`config.mk`:
```
export PLATFORM = sky130hd
export DESIGN_NAME = lt24_touch_adc_responder
export DESIGN_NICKNAME = d
export VERILOG_FILES = /design/src/rtl/lt24_touch_adc_responder.sv
export SDC_FILE = /design/constraint.sdc
export NUM_CORES = 1
export LEC_CHECK = 0
export ABC_AREA = 1
export CAP_MARGIN = 5
export CORE_MARGIN = 4
export CORE_UTILIZATION = 37
export DETAILED_ROUTE_END_ITERATION = 7
export PLACE_DENSITY_LB_ADDON = 0.1
export RECOVER_POWER = 50
export SYNTH_ARGS = -nofsm -noshare
export SYNTH_HDL_FRONTEND = slang
export SYNTH_SLANG_ARGS = --single-unit
```
`constraint.sdc`:
```
create_clock -name clk -period 2.35 [get_ports clk]
set_input_delay 0.47 -clock clk [delete_from_list [all_inputs] [get_ports clk]]
set_output_delay 0.47 -clock clk [all_outputs]
set_load 0.02 [all_outputs]
```
`src/rtl/lt24_touch_adc_responder.sv`:
```
// lt24_touch_adc_responder
//
// SPI-slave model of the LT24 touch-panel ADC (ADS7843-style). It decodes the
// 8-bit control byte sent by the touch_panel_spi master, raises BUSY for one
// dclk, then returns a 12-bit (or 8-bit) X/Y sample MSB-first. PENIRQ_N follows
// the pen_down input while the converter is idle and PD0 of the last control
// byte is 0.
//
// All SPI inputs are resynchronised to clk, so adc_dclk must be <= clk/8.
// DIN is sampled on a synced dclk rise. DOUT and BUSY change on a synced dclk
// fall, SYNC_STAGES+1 clk after the pin edge.
//
// Handshake: there is no valid/ready pair. A frame is bounded by adc_cs_n low.
// The control byte is valid once its 8th bit has been sampled on a dclk rise.
// Result bits are valid from the dclk fall that drives them until the next fall.
// conv_done marks the clk in which the last result bit is driven.
//
// Optional feature, macro LT24_ADC_ERR_EN: adds frame_err (sticky) and
// err_count (saturating). Both count frames aborted by adc_cs_n rising while the
// FSM is in CMD, WAITB, BUSY or DATA.
//
// Parameters:
//   SYNC_STAGES  flops per input synchronizer (>= 2)
//   DATA_W       full-resolution sample width (>= 8)
//
// Ports:
//   clk, reset       system clock, asynchronous active-high reset
//   adc_cs_n         SPI slave select from master (active low)
//   adc_dclk         SPI clock from master (idle low)
//   adc_din          SPI MOSI, carries the control byte
//   adc_dout         SPI MISO, carries the result bits
//   adc_busy         BUSY to master
//   adc_penirq_n     pen interrupt, active low
//   pen_down         emulated touch present
//   x_value/y_value  samples returned for channel 3'b101 / 3'b001
//   conv_done        1-clk pulse when the last result bit is driven
//   last_ctrl        most recent complete control byte
//   frame_err        (LT24_ADC_ERR_EN) sticky aborted-frame flag
//   err_count        (LT24_ADC_ERR_EN) saturating aborted-frame count
module lt24_touch_adc_responder #(
  parameter int SYNC_STAGES = 2,
  parameter int DATA_W      = 12
) (
  input  logic              clk,
  input  logic              reset,
  input  logic              adc_cs_n,
  input  logic              adc_dclk,
  input  logic              adc_din,
  output logic              adc_dout,
  output logic              adc_busy,
  output logic              adc_penirq_n,
  input  logic              pen_down,
  input  logic [DATA_W-1:0] x_value,
  input  logic [DATA_W-1:0] y_value,
  output logic              conv_done,
  output logic [7:0]        last_ctrl
`ifdef LT24_ADC_ERR_EN
  ,
  output logic              frame_err,
  output logic [7:0]        err_count
`endif
);

  // Counter must hold both 7 (control byte) and DATA_W (result bits).
  localparam int CNT_MAX = (DATA_W > 8) ? DATA_W : 8;
  localparam int CNT_W   = $clog2(CNT_MAX + 1);
  // Bits below the top 8 of a sample; cleared in 8-bit mode.
  localparam logic [DATA_W-1:0] LOW_BITS = {DATA_W{1'b1}} >> 8;

  typedef enum logic [2:0] {
    IDLE  = 3'd0,
    HUNT  = 3'd1,
    CMD   = 3'd2,
    WAITB = 3'd3,
    BUSY  = 3'd4,
    DATA  = 3'd5,
    TAIL  = 3'd6
  } state_t;

  // ---------------- input synchronizers and edge detect ----------------
  logic [SYNC_STAGES-1:0] cs_sync, dclk_sync, din_sync;
  logic                   dclk_prev;
  logic                   cs_s, dclk_s, din_s, rise, fall;

  always_ff @(posedge clk or posedge reset) begin
    if (reset) begin
      cs_sync   <= '1;  // reads as deselected so reset lands cleanly in IDLE
      dclk_sync <= '0;
      din_sync  <= '0;
      dclk_prev <= 1'b0;
    end else begin
      cs_sync   <= {cs_sync[SYNC_STAGES-2:0], adc_cs_n};
      dclk_sync <= {dclk_sync[SYNC_STAGES-2:0], adc_dclk};
      din_sync  <= {din_sync[SYNC_STAGES-2:0], adc_din};
      dclk_prev <= dclk_s;
    end
  end

  assign cs_s   = cs_sync[SYNC_STAGES-1];
  assign dclk_s = dclk_sync[SYNC_STAGES-1];
  assign din_s  = din_sync[SYNC_STAGES-1];
  assign rise   = dclk_s & ~dclk_prev;
  assign fall   = ~dclk_s & dclk_prev;

  // ---------------- FSM state and datapath registers ----------------
  state_t            state, state_n;
  logic [CNT_W-1:0]  bitcnt, bitcnt_n, bitcnt_inc, last_cnt;
  logic [6:0]        shreg, shreg_n;      // first 7 control bits, S in the MSB at the end
  logic [DATA_W-1:0] sample, sample_n;    // result shift register, MSB goes out first
  logic              mode8, mode8_n;
  logic              dout_r, dout_n;
  logic              busy_r, busy_n;
  logic              done_n;
  logic [7:0]        last_ctrl_n, ctrl_byte;
  logic [DATA_W-1:0] chan_val;
  logic              abort;

  assign bitcnt_inc = bitcnt + CNT_W'(1);
  assign last_cnt   = mode8 ? CNT_W'(8) : CNT_W'(DATA_W);
  assign ctrl_byte  = {shreg, din_s};

  // Channel decode on A2..A0 of the byte being completed.
  always_comb begin
    chan_val = '0;
    if (ctrl_byte[6:4] == 3'b101)      chan_val = x_value;
    else if (ctrl_byte[6:4] == 3'b001) chan_val = y_value;
  end

  always_comb begin
    state_n     = state;
    bitcnt_n    = bitcnt;
    shreg_n     = shreg;
    sample_n    = sample;
    mode8_n     = mode8;
    dout_n      = dout_r;
    busy_n      = busy_r;
    done_n      = 1'b0;
    last_ctrl_n = last_ctrl;
    abort       = 1'b0;

    if (cs_s) begin
      // Deselect beats any dclk edge seen in the same clk.
      state_n = IDLE;
      dout_n  = 1'b0;
      busy_n  = 1'b0;
      abort   = (state == CMD) || (state == WAITB) || (state == BUSY) || (state == DATA);
    end else begin
      case (state)
        IDLE: begin
          dout_n  = 1'b0;
          busy_n  = 1'b0;
          state_n = HUNT;
        end
        HUNT, TAIL: begin
          dout_n = 1'b0;
          if (rise && din_s) begin
            bitcnt_n = CNT_W'(1);
            shreg_n  = 7'd1;
            state_n  = CMD;
          end
        end
        CMD: begin
          if (rise) begin
            if (bitcnt == CNT_W'(7)) begin
              last_ctrl_n = ctrl_byte;
              mode8_n     = ctrl_byte[3];
              sample_n    = ctrl_byte[3] ? (chan_val & ~LOW_BITS) : chan_val;
              state_n     = WAITB;
            end else begin
              shreg_n  = {shreg[5:0], din_s};
              bitcnt_n = bitcnt_inc;
            end
          end
        end
        WAITB: begin
          if (fall) begin
            busy_n  = 1'b1;
            state_n = BUSY;
          end
        end
        BUSY: begin
          if (fall) begin
            busy_n   = 1'b0;
            dout_n   = sample[DATA_W-1];
            sample_n = sample << 1;
            bitcnt_n = CNT_W'(1);   // counts result bits already driven
            state_n  = DATA;
          end
        end
        DATA: begin
          if (fall) begin
            if (bitcnt == last_cnt) begin
              dout_n  = 1'b0;
              state_n = TAIL;
            end else begin
              dout_n   = sample[DATA_W-1];
              sample_n = sample << 1;
              bitcnt_n = bitcnt_inc;
              done_n   = (bitcnt_inc == last_cnt);
            end
          end
        end
        default: state_n = IDLE;
      endcase
    end
  end

  always_ff @(posedge clk or posedge reset) begin
    if (reset) begin
      state     <= IDLE;
      bitcnt    <= '0;
      shreg     <= '0;
      sample    <= '0;
      mode8     <= 1'b0;
      dout_r    <= 1'b0;
      busy_r    <= 1'b0;
      conv_done <= 1'b0;
      last_ctrl <= 8'h00;
    end else begin
      state     <= state_n;
      bitcnt    <= bitcnt_n;
      shreg     <= shreg_n;
      sample    <= sample_n;
      mode8     <= mode8_n;
      dout_r    <= dout_n;
      busy_r    <= busy_n;
      conv_done <= done_n;
      last_ctrl <= last_ctrl_n;
    end
  end

  assign adc_dout = dout_r;
  assign adc_busy = busy_r;

  // Pen interrupt only while no conversion is in progress and PD0 allows it.
  assign adc_penirq_n = ((state == IDLE) || (state == HUNT) || (state == TAIL)) && !last_ctrl[0]
                        ? ~pen_down : 1'b1;

`ifdef LT24_ADC_ERR_EN
  always_ff @(posedge clk or posedge reset) begin
    if (reset) begin
      frame_err <= 1'b0;
      err_count <= 8'h00;
    end else if (abort) begin
      frame_err <= 1'b1;
      if (err_count != 8'hFF) err_count <= err_count + 8'd1;
    end
  end
`else
  logic abort_unused;
  assign abort_unused = abort;
`endif

endmodule

```
==> metrics.md <==
| Metric | Value |
|---|---|
| Commonest cells after routing, fill and taps aside | `nand2_1, dfrtp_1, clkdlybuf4s50_1` |
| Later-pin clock latency in the skew report | `0.30 ns` |
| Hold WC Path Type | `register to register` |
| Inst Count DP | `441` |
| Clock Skew | `0.00708 ns` |
| Routability congestion estimate from global placement | `0.798` |
| CP Data Required Time | `1.88 ns` |
| # DRC | `0` |
| Via count | `2222` |
| Remaining Overflow, GRT | `0` |
| Post-DRT Antenna Nets | `0` |
| GRT Overall Usage | `14.5%` |
| Dpl hpwl | `4350 um` |
| Final setup fails | `0` |
| Final hold vios | `0` |
| First-pass GRT wire length | `9700 um` |
| Crit start category | `register` |
| CTS buffer count | `5` |
| Row count | `29` |
| Status | `completed` |
| Peak supply drop | `0.351 mV` |
| Die Width | `90.9 um` |
| Synth Instances | `334` |
| Kind of critical path | `register to output port` |
| Clk slew on worst S/H paths | `0.08 ns` |
| Crit path DAT | `1.76 ns` |
| PwrDens | `826 mW/mm^2` |
| Fill count | `644` |
| YS warnings | `0` |
| CTS tree | `yes` |
| Hold-fix buffer count after cts | `0` |
| Crit Path Max Fanout | `8` |
| Final #Nets | `404` |
| Post-CTS Resized | `0` |
| Postcts setup bufs | `0` |
| Post-route non-filler standard cell count | `449` |
| Count of different cell masters after synthesis | `33` |
| Fin Setup TNS | `0 ns` |
| Fmax | `449 MHz` |
| Fin util | `47.5%` |
| Final period util | `94.8%` |
| CTS H-tree lvls | `2` |
| Tmin final | `2.23 ns` |
| Flops & latches, synth | `44` |
| Vias in the first global route | `2038` |
| Share of cells above drive strength 1 | `11.8%` |
| Lkg Pwr | `1.46 nW` |
| Port Buffer Count | `41` |
| Drt pass-1 iters | `5` |
| Largest net degree at the start of global routing | `19` |
| Sequential share of the synthesized area | `43.4%` |
| MaxCap Viol Count | `0` |
| Area Overhead vs Synth | `21.3%` |
| Chip Height | `90.9 um` |
| Initial Util | `39.1%` |
| Synthesized Nets | `367` |
| Ports | `42` |
| RSZ-0062 raised after global routing | `no` |
| Final Routed Wirelength | `5840 um` |
| Number of DRC markers in iteration 0 | `120` |
| Antenna violations before repair | `0` |
| Total die area | `0.00826 sq mm` |
| Vias per cell | `4.95` |
| Most common cell after layout, fill and taps aside | `nand2_1` |
| Post-synth design cell area | `0.00254 sq mm` |
| CP endpoint kind | `output port` |
| Syn_area_per_cell | `7.61 sq um` |
| Clock net sink count | `44` |
| Slew @ Worst Pin | `0.778 ns` |
| Slew Viols, Final | `0` |
| Root Buffer | `clkbuf_8` |
| Worst-case clock buffer depth | `2` |
| Antenna diodes | `0` |
| WL/cell | `13.0 um` |
| Core footprint | `0.00649 sq mm` |
| Slew margin rel. | `48.1%` |
state kept, by name, indices dropped and copies added, names as in the netlist:
register   count
cs_sync        2
dclk_sync      2
sample        12
last_ctrl      8
dclk_prev      1
shreg          7
din_sync       2
state          3
adc_dout       1
adc_busy       1
conv_done      1
bitcnt         4
area by class of cell:
cell class                 instances  area (sq um)  area share, %
clock inverter                     2          15.0          0.487
timing repair buffer              46           440           14.3
clock buffer                       6          82.6           2.68
inverter                          39           149           4.83
tap                               77          96.3           3.12
multi-input combinational        235          1190           38.7
sequential                        44          1110           35.9
metrics by stage:
step                      power [W]  cell area [sq um]  setup slack (ns)  hold slack, ns
after detailed placement    0.00206               2990             0.350           0.347
after CTS                   0.00257               3090            0.0347           0.360
after global placement      0.00205               2990             0.353           0.333
after floorplan             0.00183               2540             0.852           0.331
final                       0.00255               3080             0.121           0.359
after global routing        0.00276               3080            0.0201           0.367
final timing paths:
check                      slack [ns]                     to            startpoint  cells after the start
min in group asynchronous        0.61  sample[5]$_DFFE_PP0P_                 reset                      2
hold / removal                   0.36   cs_sync[1]$_DFF_PP1_  cs_sync[0]$_DFF_PP1_                      0
setup reg to reg                 0.59  sample[4]$_DFFE_PP0P_  state[1]$_DFFE_PP0P_                      9
setup / recovery                 0.12           adc_penirq_n  state[0]$_DFFE_PP0P_                      5
hold reg to reg                  0.36   cs_sync[1]$_DFF_PP1_  cs_sync[0]$_DFF_PP1_                      0
max in group asynchronous        0.69  sample[2]$_DFFE_PP0P_                 reset                      3
synthesized netlist by cell type:
cell type | n | area, sq um
ha_1 | 3 | 37.5
a21oi_4 | 1 | 16.3
nor2_2 | 3 | 18.8
inv_4 | 1 | 6.26
nand3_1 | 30 | 150
inv_1 | 32 | 120
buf_6 | 2 | 22.5
buf_2 | 7 | 35.0
nor2_4 | 5 | 56.3
nand3b_1 | 2 | 15.0
nor3_1 | 1 | 5.00
nand2_1 | 115 | 432
nand3_4 | 2 | 35.0
buf_4 | 3 | 22.5
inv_2 | 6 | 22.5
o211ai_1 | 2 | 15.0
clkbuf_1 | 2 | 7.51
xnor2_1 | 1 | 8.76
o21ai_1 | 8 | 40.0
a41oi_1 | 1 | 8.76
dfrtp_1 | 42 | 1050
dfstp_2 | 2 | 52.6
o31ai_1 | 1 | 7.51
nand4_1 | 22 | 138
a21oi_1 | 6 | 30.0
buf_1 | 2 | 7.51
or2_2 | 1 | 6.26
nor2_1 | 6 | 22.5
nand2_2 | 8 | 50.1
xor2_1 | 1 | 8.76
nand3_2 | 1 | 10.0
nand4_2 | 1 | 12.5
o21ai_0 | 14 | 70.1
worst max-delay path: stages (launching register included):
cell	delay, ns
dfrtp_2	0.47
inv_2	0.12
nand3_1	0.13
a21oi_1	0.15
nand2_1	0.06
clkdlybuf4s50_1	0.53
logic make-up (layout without fill, tap and decap cells):
logic type / count (synthesis) / in the layout / synth area share, %
compound gates: 33 / 33 / 7.39
xor+xnor: 2 / 2 / 0.689
fa+ha+maj: 3 / 3 / 1.48
buf+inv: 55 / 93 / 9.60
flops: 44 / 44 / 43.4
simple gates: 197 / 197 / 37.4
routing by layer:
layer | routed length [um] | vias to the layer above | track usage [%]
met1 | 2790 | 1003 | 19.1
met5 | 0 | - | 0
li1 | - | 1155 | -
met2 | 2670 | 52 | 23.3
met3 | 261 | 12 | 3.08
met4 | 106 | 0 | 5.53
where the power goes:
group | switching, W | leakage, nW | internal, W
registers | 0.000155 | 0.559 | 0.000939
logic | 0.000618 | 0.861 | 0.000327
clock network | 0.000270 | 0.0434 | 0.000238
total | 0.00104 | 1.46 | 0.00150
No activity file was read; power rests on OpenSTA's default activity.
==> patch 1: new RTL, same flow settings <==
Build with the macro `LT24_ADC_ERR_EN` defined.
--- a/src/rtl/lt24_touch_adc_responder.sv
+++ b/src/rtl/lt24_touch_adc_responder.sv
@@ -38,4 +38,6 @@
 //   frame_err        (LT24_ADC_ERR_EN) sticky aborted-frame flag
 //   err_count        (LT24_ADC_ERR_EN) saturating aborted-frame count
+`define LT24_ADC_ERR_EN
+
 module lt24_touch_adc_responder #(
   parameter int SYNC_STAGES = 2,
Behaviour (old outputs only; new: err_count and frame_err): unchanged (equiv_simple and equiv_induct, registers matched by name and starting in step).
==> patch 1 against the original RTL <==
- final area up 20%
- total power is 22% higher
- register-to-register slack got worse by 0.14 ns
- routed wire length rose by 16%
- sequential cell count grew 9
- non-clock buffer count grew 12
- fmax rose by 2.4%
- synthesized area up 18%
- sequential power grew 20%
- worst setup slack better by 0.053 ns
==> patch 1: results (changes against the original RTL) <==
status:
  status: "finished clean"
power:
  vdd_drop_max_uv: 482.0  # +37%
drt:
  via_per_inst: 4.695  # -5.1%
  wl_met3_um: 212  # -19%
  totalWireLength_um: 6780  # +16%
  drt_iter0_drc: 153  # +28%
  dr.pass1.iters: 4  # -1
  wl_met2_um: 3006  # +12%
  vias: 2615  # +18%
  m1WireLength_um: 3519  # +26%
place:
  portBuffers: 50  # +22%
grt:
  gr-usage-met2_pct: 22.15  # -1.1 points
  use_met1_pct: 22.95  # +3.9 points
  grt_max_degree: 30  # +11
  met3_usage_pct: 2.643  # -0.44 points
  top_usage_layer: "met1"
  grtUsageTotal_pct: 14.89  # +0.41 points
  grt_pass1_wl_um: 12050  # +24%
yosys:
  synth_area_leaders: "dfrtp_1 (42%), nand2_1 (22%), nand3_1 (5.8%)"
  synth_common_cells: "nand2_1 (178), dfrtp_1 (51), nand3_1 (35)"
  synth_xor_area_share_pct: 2.328  # +1.6 points
  synth_nets: 439  # +20%
  syn_area_per_cell_um2: 7.430  # -2.3%
  yosysSeqAreaShare_pct: 44.16  # +0.73 points
  synthDistinctLibCells: 36  # +9.1%
clocking:
  path_clk_slew_ns: 0.10  # +0.02 ns
  postCtsSetupRepairBufs: 1  # +1
  cts_resized: 2  # +2
layout:
  fin_nets: 488  # +21%
  drive_gt1_share_pct: 10.33  # -1.5 points
critical_path:
  crit_arrival_ns: 1.71  # -0.05 ns
  crit_family: "simple AND/OR/NAND/NOR gates"
  crit_fanout: 5  # -3
sta:
  tightest_slew_ns: 1.141  # +0.3627 ns
## patch 1: changes by cell type after synthesis, moves of 4 or more
cell / unedited run / this run
nand4_1: 22 / 14
nand3_1: 30 / 35
o21ai_0: 14 / 5
dfrtp_1: 42 / 51
a21oi_1: 6 / 2
nand2_1: 115 / 178
nand2_2: 8 / 4
nor2_1: 6 / 12
xnor2_1: 1 / 6
## patch 1: metrics by stage
step | utilization (%) | setup slack [ns] | area (um^2)
floorplan | - | 0.5532 | 3009
global placement | 46.22 | -0.01143 | 3608
detailed placement | 46.22 | -0.006963 | 3608
CTS | 47.58 | 0.02362 | 3715
global route | 47.52 | 0.03926 | 3710
finish | 47.52 | 0.1741 | 3710
## patch 1: report_power, final
group          internal, mW  switching [mW]
clock                 0.243           0.313
sequential             1.12           0.188
combinational         0.467           0.775
## patch 1: path summary, 6_finish.rpt
kind | slack (ns) | end | depth (start not counted) | from
max | 0.17 | adc_penirq_n | 6 | state[0]$_DFFE_PP0P_
min | 0.36 | dclk_sync[1]$_DFF_PP0_ | 0 | dclk_sync[0]$_DFF_PP0_
max reg2reg | 0.45 | err_count[5]$_DFFE_PP0P_ | 10 | state[0]$_DFFE_PP0P_
min reg2reg | 0.36 | dclk_sync[1]$_DFF_PP0_ | 0 | dclk_sync[0]$_DFF_PP0_
max in group asynchronous | 0.74 | conv_done$_DFF_PP0_ | 3 | reset
min in group asynchronous | 0.89 | last_ctrl[6]$_DFFE_PP0P_ | 2 | reset
## patch 1: area by class of cell
cell class / instances / area, um^2
Fill cell: 775 / 4098
Clock inverter: 2 / 16.27
Clock buffer: 6 / 82.58
Multi-Input combinational cell: 301 / 1455
Timing Repair Buffer: 58 / 568.0
Sequential cell: 53 / 1329
Inverter: 35 / 131.4
Tap cell: 102 / 127.6
==> patch 2: new RTL, config.mk and constraints unchanged <==
Made on the original files. Encoding of `state_t`: now one-hot (7 bits for 7 states).
--- a/src/rtl/lt24_touch_adc_responder.sv
+++ b/src/rtl/lt24_touch_adc_responder.sv
@@ -68,12 +68,12 @@
   localparam logic [DATA_W-1:0] LOW_BITS = {DATA_W{1'b1}} >> 8;
 
-  typedef enum logic [2:0] {
-    IDLE  = 3'd0,
-    HUNT  = 3'd1,
-    CMD   = 3'd2,
-    WAITB = 3'd3,
-    BUSY  = 3'd4,
-    DATA  = 3'd5,
-    TAIL  = 3'd6
+  typedef enum logic [6:0] {
+    IDLE  = 7'b0000001,
+    HUNT  = 7'b0000010,
+    CMD   = 7'b0000100,
+    WAITB = 7'b0001000,
+    BUSY  = 7'b0010000,
+    DATA  = 7'b0100000,
+    TAIL  = 7'b1000000
   } state_t;
 
Formal check against the unedited RTL: same outputs for any inputs over 10 cycles, from zero or initial values and one cycle with reset high; not proved beyond that.
==> patch 2 against the original RTL <==
- worst setup slack gained 0.033 ns
- routed wire length grew 5.1%
- sequential cell count grew 4
- final area grew 9.6%
- synthesized area grew 7.3%
- clock skew grew 0.0015 ns
- global-route usage grew 0.65 points
- critical endpoint unchanged
Power is not compared: it rests on default switching activity, and its combinational part moved more than twofold at a synthesized area within 25%.
==> patch 2: results (changes against the original RTL) <==
status:
  status: "finished clean"
drt:
  m1WireLength_um: 2960  # +5.9%
  routedWlPerCell_um: 11.71  # -9.9%
  top_layer_used: "met4"
  wl_met2_um: 2914  # +9.0%
  dr.pass1.iters: 4  # -1
  wl_met3_um: 230  # -12%
  drt_iter0_drc: 108  # -10%
  via_per_inst: 4.594  # -7.2%
layout:
  largestRegisters: "sample: 12 flops, last_ctrl: 8 flops"
  drive_gt1_share_pct: 9.412  # -2.4 points
  instances_no_fill: 524  # +17%
  antennaDiodeCount: 0  # unchanged
  fin_nets: 457  # +13%
place:
  place_hpwl_um: 4594  # +5.6%
  portBuffers: 41  # unchanged
  place_ws_ns: 0.1812  # -0.1687 ns
  globalplace.congestion: 0.8232  # +3.2%
  dpl-instance-area_um2: 3263  # +9.1%
yosys:
  synthArstFlopShare_pct: 100.0  # unchanged
  yosys_warnings: 0  # unchanged
  syn_area_per_cell_um2: 7.194  # -5.5%
  synth_area_leaders: "dfrtp_1 (41%), nand2_1 (19%), inv_1 (5.8%)"
  synthDistinctLibCells: 32  # -3.0%
  synth_common_cells: "nand2_1 (140), dfrtp_1 (45), inv_1 (42)"
  synth_flop_cell: "dfrtp_1"
  synth_nets: 412  # +12%
  yosysSeqAreaShare_pct: 44.19  # +0.77 points
power:
  vdd_drop_max_uv: 261.0
  leakagePower_nw: 1.651
sta:
  tightest_slew_ns: 0.8374  # +0.05891 ns
  finalClockSkew_ns: 0.008590  # +0.001510 ns
critical_path:
  crit_fanout: 5  # -3
  crit_arrival_ns: 1.73  # -0.03 ns
clocking:
  cts-htree-levels: 2  # unchanged
  insertion_delay_ns: 0.31
  root_buffer: "clkbuf_8"
  postCtsSetupRepairBufs: 0  # unchanged
  path_clk_slew_ns: 0.09
  max-clock-path-buffers: 2  # unchanged
  cts_made_buffers: 5  # unchanged
grt:
  grt_max_degree: 21  # +2
  grt_pass1_wl_um: 10690  # +10%
  grtUsageTotal_pct: 15.13  # +0.65 points
  antenna_found_initial: 0  # unchanged
  grt_pass1_vias: 2339  # +15%
worst_hold_path:
  hp-class: "flip-flop to flip-flop"
patch 2: cell count changes in the layout (fill, tap and decap cells not counted), moves of 4 or more:
cell	before	now
nand2_1	115	139
nand2_2	8	3
nor2_1	6	31
o21ai_0	14	28
inv_2	6	2
nand2_4	0	4
nand4_1	22	2
inv_1	31	42
a21oi_1	6	1
dfrtp_1	40	45
patch 2: path summary, 6_finish.rpt:
| path | startpoint | to | slack (ns) | cells after the start |
|---|---|---|---|---|
| worst max-delay path | state[2]$_DFFE_PP0P_ | adc_penirq_n | 0.15 | 7 |
| worst min-delay path | din_sync[0]$_DFF_PP0_ | din_sync[1]$_DFF_PP0_ | 0.35 | 0 |
| worst max register to register | bitcnt[1]$_DFFE_PP0P_ | state[5]$_DFFE_PP0P_ | 0.41 | 10 |
| worst min register to register | din_sync[0]$_DFF_PP0_ | din_sync[1]$_DFF_PP0_ | 0.35 | 0 |
| max in group asynchronous | reset | state[5]$_DFFE_PP0P_ | 0.40 | 3 |
| min in group asynchronous | reset | shreg[3]$_DFFE_PP0P_ | 0.71 | 2 |
patch 2: kinds of logic after synthesis:
logic type,synth area share (%)
buffers and inverters,8.673
adders and majority gates,1.377
DFF,44.19
and+or+nand+nor,36.58
xor gates and xnor gates,0.6426
AOI/OAI and AO/OA,8.536
patch 2: final cells by class:
cell class	count	area [um^2]
fill	757	3835
inverter	47	181.4
sequential	48	1205
multi-input combinational	275	1292
timing repair buffer	47	455.4
clock buffer	6	82.58
clock inverter	2	38.79
tap	99	123.9
patch 2: power breakdown:
part	total [mW]	switching, mW	internal, mW
combinational	0.334	0.192	0.141
clock	0.641	0.293	0.348
sequential	1.02	0.0771	0.947
total	2.00	0.562	1.44
patch 2: critical path, cell delays in order, from the launching register on:
cell,delay (ns)
dfrtp_1,0.46
nor2_4,0.18
nand2_4,0.09
nor2_1,0.12
nor2_2,0.06
o21ai_1,0.10
nand3b_1,0.09
dlygate4sd2_1,0.33
patch 2: repair_timing:
| action | in CTS | in global routing |
|---|---|---|
| hold buffers | 0 | 0 |
| setup endpoints to repair | 1 | 1 |
| gates resized for setup | 1 | 3 |
patch 2: layer usage:
metal / vias up / GRT usage (%)
li1: 1267 / -
met1: 1096 / 20.15
met2: 42 / 25.19
met3: 2 / 3.045
met4: 0 / 3.730
met5: - / 0
